<file path="src/rtl/mem_arbiter.sv">
// rtl/mem_arbiter.sv - shared RAM port arbiter for instruction fetch and data load/store
//
// Purpose: sequences one RAM port between a fetch requester and a data requester.
//   Data requests win over fetch. Sub-word loads are lane-extracted and extended,
//   sub-word stores run a read-modify-write. Every access ends in a one-cycle RESP
//   state that carries the requester's hit pulse (plus timeout_err if aborted).
//
// Ports:
//   CLK, nRST                 clock, asynchronous active-low reset
//   iren, imemaddr            fetch request (level) and byte address
//   ihit, imemload            fetch done pulse and fetched word
//   dren, dwen                data load / store requests (level)
//   dsize, dunsigned          access size (00 byte, 01 half, 1x word), load extension
//   dmmaddr, dmmstore         data byte address, right-aligned store data
//   dhit, dmmload             data done pulse and extended load data
//   ramaddr, ramstore         word address and write data to RAM
//   ramload                   read data from RAM, valid on a non-busy strobe cycle
//   Ren, Wen, busy_o          RAM strobes and RAM busy
//   timeout_err               pulses with the hit of an aborted access
module mem_arbiter #(
  parameter int unsigned TIMEOUT = 16,
  parameter int unsigned CNT_W   = 5
) (
  input  logic        CLK,
  input  logic        nRST,
  input  logic        iren,
  input  logic [31:0] imemaddr,
  output logic        ihit,
  output logic [31:0] imemload,
  input  logic        dren,
  input  logic        dwen,
  input  logic [1:0]  dsize,
  input  logic        dunsigned,
  input  logic [31:0] dmmaddr,
  input  logic [31:0] dmmstore,
  output logic        dhit,
  output logic [31:0] dmmload,
  output logic [31:0] ramaddr,
  output logic [31:0] ramstore,
  input  logic [31:0] ramload,
  output logic        Ren,
  output logic        Wen,
  input  logic        busy_o,
  output logic        timeout_err
);

  typedef enum logic [2:0] {
    S_IDLE   = 3'd0,
    S_IREAD  = 3'd1,
    S_DREAD  = 3'd2,
    S_DWRITE = 3'd3,
    S_RMW_RD = 3'd4,
    S_RMW_WR = 3'd5,
    S_RESP   = 3'd6
  } state_t;

  state_t           state_q;
  logic [CNT_W-1:0] cnt_q;
  logic [1:0]       lane_q;
  logic [1:0]       size_q;
  logic             uns_q;
  logic [15:0]      sdata_q;

  // Word-aligned addresses only ever reach the RAM; the low fetch bits carry no meaning.
  logic unused_fetch_bits;
  assign unused_fetch_bits = ^imemaddr[1:0];

  // The counter holds the number of busy strobe cycles already seen, so the
  // TIMEOUT-th busy cycle is the one that finds it at TIMEOUT-1.
  logic last_busy;
  assign last_busy = (cnt_q == CNT_W'(TIMEOUT - 1));

  function automatic logic [31:0] extend_load(input logic [31:0] word, input logic [1:0] lane,
                                              input logic [1:0] size, input logic uns);
    logic [7:0]  b;
    logic [15:0] h;
    b = word[{lane, 3'b000} +: 8];
    h = word[{lane[1], 4'b0000} +: 16];
    case (size)
      2'b00:   return uns ? {24'h0, b} : {{24{b[7]}}, b};
      2'b01:   return uns ? {16'h0, h} : {{16{h[15]}}, h};
      default: return word;
    endcase
  endfunction

  // Only used for byte/half stores; halfwords ignore addr[0].
  function automatic logic [31:0] merge_store(input logic [31:0] word, input logic [1:0] lane,
                                              input logic [1:0] size, input logic [15:0] sdata);
    logic [31:0] m;
    m = word;
    if (size == 2'b00) m[{lane, 3'b000} +: 8] = sdata[7:0];
    else               m[{lane[1], 4'b0000} +: 16] = sdata;
    return m;
  endfunction

  always_ff @(posedge CLK or negedge nRST) begin
    if (!nRST) begin
      state_q     <= S_IDLE;
      cnt_q       <= '0;
      lane_q      <= '0;
      size_q      <= '0;
      uns_q       <= 1'b0;
      sdata_q     <= '0;
      ihit        <= 1'b0;
      dhit        <= 1'b0;
      timeout_err <= 1'b0;
      imemload    <= '0;
      dmmload     <= '0;
      ramaddr     <= '0;
      ramstore    <= '0;
      Ren         <= 1'b0;
      Wen         <= 1'b0;
    end else begin
      ihit        <= 1'b0;
      dhit        <= 1'b0;
      timeout_err <= 1'b0;
      case (state_q)
        S_IDLE: begin
          cnt_q   <= '0;
          // Request attributes are captured here so a requester that drops or
          // changes its inputs mid-access cannot disturb the access in flight.
          lane_q  <= dmmaddr[1:0];
          size_q  <= dsize;
          uns_q   <= dunsigned;
          sdata_q <= dmmstore[15:0];
          if (dwen) begin
            ramaddr <= {dmmaddr[31:2], 2'b00};
            if (dsize[1]) begin
              state_q  <= S_DWRITE;
              Wen      <= 1'b1;
              ramstore <= dmmstore;
            end else begin
              state_q <= S_RMW_RD;
              Ren     <= 1'b1;
            end
          end else if (dren) begin
            ramaddr <= {dmmaddr[31:2], 2'b00};
            state_q <= S_DREAD;
            Ren     <= 1'b1;
          end else if (iren) begin
            ramaddr <= {imemaddr[31:2], 2'b00};
            state_q <= S_IREAD;
            Ren     <= 1'b1;
          end
        end

        S_RESP: begin
          state_q <= S_IDLE;
        end

        S_IREAD, S_DREAD, S_DWRITE, S_RMW_RD, S_RMW_WR: begin
          if (!busy_o) begin
            cnt_q <= '0;
            case (state_q)
              S_IREAD: begin
                imemload <= ramload;
                ihit     <= 1'b1;
                Ren      <= 1'b0;
                state_q  <= S_RESP;
              end
              S_DREAD: begin
                dmmload <= extend_load(ramload, lane_q, size_q, uns_q);
                dhit    <= 1'b1;
                Ren     <= 1'b0;
                state_q <= S_RESP;
              end
              S_RMW_RD: begin
                ramstore <= merge_store(ramload, lane_q, size_q, sdata_q);
                Ren      <= 1'b0;
                Wen      <= 1'b1;
                state_q  <= S_RMW_WR;
              end
              default: begin
                dhit    <= 1'b1;
                Wen     <= 1'b0;
                state_q <= S_RESP;
              end
            endcase
          end else if (last_busy) begin
            // Abort: the owning requester still gets its hit, with zero data.
            // An aborted read phase of a read-modify-write never issues its write.
            cnt_q       <= cnt_q + 1'b1;
            Ren         <= 1'b0;
            Wen         <= 1'b0;
            timeout_err <= 1'b1;
            state_q     <= S_RESP;
            if (state_q == S_IREAD) begin
              ihit     <= 1'b1;
              imemload <= '0;
            end else begin
              dhit    <= 1'b1;
              dmmload <= '0;
            end
          end else begin
            cnt_q <= cnt_q + 1'b1;
          end
        end

        default: begin
          Ren     <= 1'b0;
          Wen     <= 1'b0;
          state_q <= S_IDLE;
        end
      endcase
    end
  end

endmodule

</file>
<file path="config.mk">
export PLATFORM = sky130hd
export DESIGN_NAME = mem_arbiter
export DESIGN_NICKNAME = d
export VERILOG_FILES = /design/src/rtl/mem_arbiter.sv
export SDC_FILE = /design/constraint.sdc
export NUM_CORES = 1
export LEC_CHECK = 0
export ABC_AREA = 1
export CORE_MARGIN = 2
export CORE_UTILIZATION = 44
export CTS_BUF_LIST = sky130_fd_sc_hd__clkbuf_8
export DETAILED_ROUTE_END_ITERATION = 8
export MAX_ROUTING_LAYER = met4
export PLACE_DENSITY = 0.79
export SYNTH_ARGS = -nofsm -noshare
export SYNTH_HDL_FRONTEND = slang
export SYNTH_SLANG_ARGS = --single-unit
export TNS_END_PERCENT = 5
</file>
<file path="constraint.sdc">
create_clock -name CLK -period 1.8 [get_ports CLK]
set_input_delay 0.54 -clock CLK [delete_from_list [all_inputs] [get_ports CLK]]
set_output_delay 0.54 -clock CLK [all_outputs]
set_load 0.01 [all_outputs]
</file>
# After elaboration in Yosys (flattened, before gate mapping)
# Cells that the tools add are included.
# totals
reg_bits	162
latchBits	0
ramBits	0
rom_bits	0
inputBits	137
out_inout_bits	133
elab_cells	119
memories	0
# op_classes
add_sub_neg	3
n_mul	0
n_div	0
magnitude_cmp	0
n_eq_ne	20
n_shift	6
muxes	57
bitwise_logic	1
n_reduce_logical	17
# ops
cell	count
two-way mux 32 bit	18
case mux 32 bit (2 select lines)	2
bitwise mux 32 bit	2
variable shift 16 x 7 -> 32 bit (first input constant)	1
variable shift 8 x 7 -> 32 bit (first input constant)	1
indexed part select 16 x 7 -> 32 bit	1
indexed part select 32 x 6 -> 16 bit	1
indexed part select 32 x 6 -> 8 bit	1
indexed part select 8 x 7 -> 32 bit	1
two-way mux 1 bit	22
two-way mux 3 bit	6
AND reduction 5 bit	3
negator 5 -> 7 bit	2
inequality test 3 bit (second input constant)	4
inequality test 2 bit (second input constant)	5
case mux 5 bit (2 select lines)	1
equality test 3 bit (second input constant)	3
AND reduction 4 bit	2
equality test 3 x 2 -> 1 bit (second input constant)	2
case mux 1 bit (3 select lines)	2
case mux 3 bit (2 select lines)	1
nonzero test 2 bit	3
adder 5 x 1 -> 5 bit (second input constant)	1
equality test 5 x 4 -> 1 bit (second input constant)	1
15 further kinds	18

# Longest topological paths before layout
# logic_depth
word_depth	7
depth_mapped	11
mapped_depth_nobuf	11

# Least setup slack after synthesis
# Ideal clock, no wire load.
# synth_timing
path_type	register -> register
startpoint	reg lane_q[1]
endpoint	reg ramstore[4]
setup_ns	0.077
arrival_time_ns	1.826
t_required_ns	1.723
path_slack_ns	-0.104
stages_incl_launch_ff	9
n_path_buf	1
period_less_slack_ns	1.904
path_cell_list	dfrtp_1 -> inv_1 -> clkbuf_1 -> ha_1 -> nor2_1 -> nand4_1 -> nand2_1 -> nand3_1 -> a21oi_1
# synth_via
elab_chain_len	7
elab_cells_between_ends	12
classes_between	2 x add/sub; 4 x shift; 6 x mux
# synth_lines
item	line	source
from (decl)	59	logic [1:0] lane_q;
from (signal assigned)	122	lane_q <= dmmaddr[1:0];
negator 5 -> 7 bit (on tied branches)	92, 91	
indexed part select 16 x 7 -> 32 bit (tied with other cells)	92	else m[{lane[1], 4'b0000} +: 16] = sdata;
bitwise mux 32 bit (on tied branches)	92, 91	
two-way mux 32 bit (*)	91	if (size == 2'b00) m[{lane, 3'b000} +: 8] = sdata[7:0];
two-way mux 32 bit (*)	154	case (state_q)
two-way mux 32 bit (*)	152	if (!busy_o) begin
case mux 32 bit (2 select lines) (*)	117	case (state_q)
to (signal assigned)	131	ramstore <= dmmstore;
to (signal assigned)	168	ramstore <= merge_store(ramload, lane_q, size_q, sdata_q);
to (decl)	39	output logic [31:0] ramstore,
# Mark *: on every way between the ends. The rest lies on a longest branch, timed or not. The select of a mux whose other input is x is not followed.
# A chain may end at the register's enable or synchronous reset.

# Worst setup path in the final report
# layout_timing
startpoint	reg imemload[28]
endpoint	out imemload[28]
# layout_rtl
item	line	source
from (decl)	29	output logic [31:0] imemload,
from (signal assigned)	156	imemload <= ramload;
# No word-level cell between the ends.

==> impl_results.md <==
* WHS Endpoint: dmmload[18]$_DFFE_PN0P_
* Share of cells above drive strength 1 at 12.1%
* Setup CP Type: register to primary output
* Cell variety after synth at 34
* Syn_area_per_cell at 7.35 um^2
* Drt wl/cell at 17.6 um
* Post-Route WL at 31,400 um
* Status: complete, no violations
* Longest Clk Path Bufs at 2
* Register-to-Register Path Depth at 8
* Clock power share at 13.2%
* Worst slew pin tran at 0.504 ns
* Total leakage power at 5.97 nW
* Area delta synth->final at 45.1%
* Setup Skew at 0.0162 ns
* Reg-to-reg startpoint: lane_q[1]$_DFFE_PN0P_
* Setup crit end kind: primary output
* # IOs at 270
* Max-cap violations at 0
* Final cycle utilization of the critical path at 97.5%
* Internal power at 11.2 mW
* Final min period at 1.76 ns
* Most common flop cell mapped by yosys: dfrtp_1
* Vias/cell at 5.40
* Synth top area share at 46.0%
* Vias in the first global route at 8,751
* Part of the power in registers at 30.8%
* Switching Fraction at 46.0%
* Fmax at 570 MHz
* Ranking of synthesized cells by area: dfrtp_1 (46%), nand2_1 (14%), o21ai_0 (11%), a21oi_1 (6.3%), nor2_1 (5.8%)
* Register area share after synthesis at 46.0%
* Seq cells post-synth at 160
* Synth top cells by count: nand2_1 (329), o21ai_0 (186), dfrtp_1 (160)
* Setup violators final at 0
* Worst VDD drop at 829 uV
* Max stage delay on crit path at 0.44 ns
* Initial antenna violation count at 2
* Hold path depth at 2
* Flop2flop setup slack at 0.06 ns
* First-pass GRT wire length at 47,600 um
* WP data required at 1.26 ns
* Routability cong. at 0.946
* Total GRT Usage at 30.5%
* H-Tree Depth at 4
* Routed vias at 9,626
* Drt initial violations at 1,095
* Die area at 20,900 um^2
* Crit-path cells: dlygate4sd2_1
* Critical path buffer and inverter count at 1
* Relative slew margins at 66.4%
* Crit-path slowest cell: dfrtp_1
* CORE AREA at 19,400 um^2
* Total CTS buffers at 17
* ANT nets after route at 0
* CTS root buf: clkbuf_8
* EDFF count, synth at 0
* I/O Buffers at 265
* R2R Path End: ramstore[30]$_DFFE_PN0P_
* Power Total at 20.8 mW
* Pre-antenna DRT Iters at 5
* Hold_sp: dmmload[18]$_DFFE_PN0P_
* Remaining Overflow, GRT at 0
* Syn Std Cell Area at 8690 um^2
* Setup TNS at 0 ns
* Most frequent cell after synthesis: nand2_1
* Drc violations at 0
* Nets at 1,647
* CTS tree: built
* Worst Path Max Fanout at 2
* Net Sw Power at 9.55 mW
* CP delay by family, top: flip-flops
* Chip height at 145 um
* Async SR Flop Fraction at 100%
* Worst min-delay path class: register to register
* # fillers at 1,714
* Worst skew pair latency at 0.46 ns
* PD cells at 1650 nW/um^2
* Top cell type by total area after synthesis: dfrtp_1
* Num rows at 51
* Slew Viols, Final at 0
* Pre-CTS worst setup slack at -0.246 ns
* Fin worst setup slack at 0.0444 ns
* CTS clock-pin slew for the worst setup and hold paths at 0.10 ns
* Final hold vios at 0
* Fin util at 65.1%
* Startpoint Class: register
* Synth warnings at 0
* RSZ-0062 raised after global routing: yes
* DIE WIDTH at 145 um
* Detailed placement HPWL at 22,800 um
* Starting Density at 44.8%
* Combinational power share at 56.0%
* Clock Sinks at 160
* Arrival time worst endpoint at 1.22 ns
* Final hold slack at 0.480 ns
* Largest net degree at the start of global routing at 86
* Gate Count Post-Synth at 1,183
-- sequential cells by signal (all words and copies together), names as in the netlist, 3 cells and up --
signal    flops
ramaddr      30
dmmload      32
imemload     32
cnt_q         5
ramstore     32
sdata_q      16
state_q       3
-- timing repair --
action                     in CTS  in global routing
setup endpoints to repair     143                 99
setup buffers                   0                  4
hold endpoints to repair       23                  0
gates resized for setup       133                 29
hold buffers                    1                  0
pin swaps                       1                  9
gates cloned                    0                  2
-- worst max-delay path by stage --
stage                             start                      end  cells after the start
3_5_place_dp                       dwen   ramaddr[7]$_DFFE_PN0P_                      6
5_1_grt            cnt_q[1]$_DFFE_PN0P_  dmmload[31]$_DFFE_PN0P_                     11
4_1_cts            cnt_q[1]$_DFFE_PN0P_  imemload[3]$_DFFE_PN0P_                      8
6_report       imemload[28]$_DFFE_PN0P_             imemload[28]                      1
2_1_floorplan     lane_q[1]$_DFFE_PN0P_  ramstore[4]$_DFFE_PN0P_                      8
3_3_place_gp                       dwen  ramaddr[28]$_DFFE_PN0P_                      6
-- worst register-to-register path: cells and delay by family (launching register included) --
family | cells | cell delay (ns)
AO/OA/AOI/OAI | 1 | 0.16
buffers and inverters | 2 | 0.26
flip-flops | 1 | 0.47
AND/OR/NAND/NOR | 4 | 0.44
adder cells (fa/ha/maj) | 1 | 0.33
-- power groups by stage --
| stage | combinational, mW | sequential [mW] | clock [mW] |
|---|---|---|---|
| 6_report | 11.6 | 6.41 | 2.74 |
| 4_1_cts | 11.2 | 6.36 | 2.77 |
| 2_1_floorplan | 6.02 | 6.87 | 0 |
| 3_3_place_gp | 11.8 | 6.42 | 0 |
| 5_1_grt | 12.8 | 6.57 | 2.93 |
| 3_5_place_dp | 12.0 | 6.46 | 0 |
-- cell usage in the layout, fill, tap and decap left out, drive strengths merged --
cell type      Yosys  layout
nand4             10      10
dlygate4sd2        0     131
bufinv             0       2
o21a               1       1
o211ai            18      18
xor2               1       1
dfrtp            160     160
clkinv             3      11
xnor2              1       1
a31oi             30      30
clkbuf            29      19
diode              0       2
dlygate4sd3        0       1
o31ai              1       1
clkinvlp           0       3
ha                 7       7
nor2             139     139
or2                1       1
nand3             22      22
clkdlybuf4s50      0     133
nor3               1       1
o22ai              2       2
conb               1       2
nand2            335     335
inv               73      75
o21ai            190     190
buf               47     109
a21oi            111     111
-- layout make-up --
type | count | area (um^2) | area share, %
Timing Repair Buffer | 376 | 3520 | 27.9
Inverter | 76 | 289 | 2.29
Multi-Input combinational cell | 872 | 4080 | 32.3
Clock inverter | 15 | 161 | 1.28
Tap cell | 265 | 332 | 2.63
Antenna cell | 2 | 5.00 | 0.0397
Sequential cell | 160 | 4010 | 31.7
Clock buffer | 17 | 234 | 1.85
-- stage by stage --
stage | cell area (um^2) | std cells
floorplan | 8700 | 1184
global placement | 12200 | 1742
detailed placement | 12200 | 1742
CTS | 12500 | 1775
global route | 12600 | 1783
finish | 12600 | 1783
-- routing by layer --
metal,vias up,track usage [%],part of all wire (%),wire length (um)
li1,4546,-,-,-
met1,4492,43.1,44,13700
met2,513,45.0,45,14200
met3,75,4.57,7.8,2440
met4,0,10.3,3.3,1040
met5,-,-,0,0
-- cell families after synthesis --
logic type,synth area share (%)
other,0.0431
and+or+nand+nor,23.5
AOI/OAI and AO/OA,21.4
xor gates and xnor gates,0.202
buffers and inverters,7.84
adders and majority gates,1.01
DFF,46.0
Power figures use the tool's default switching activity.
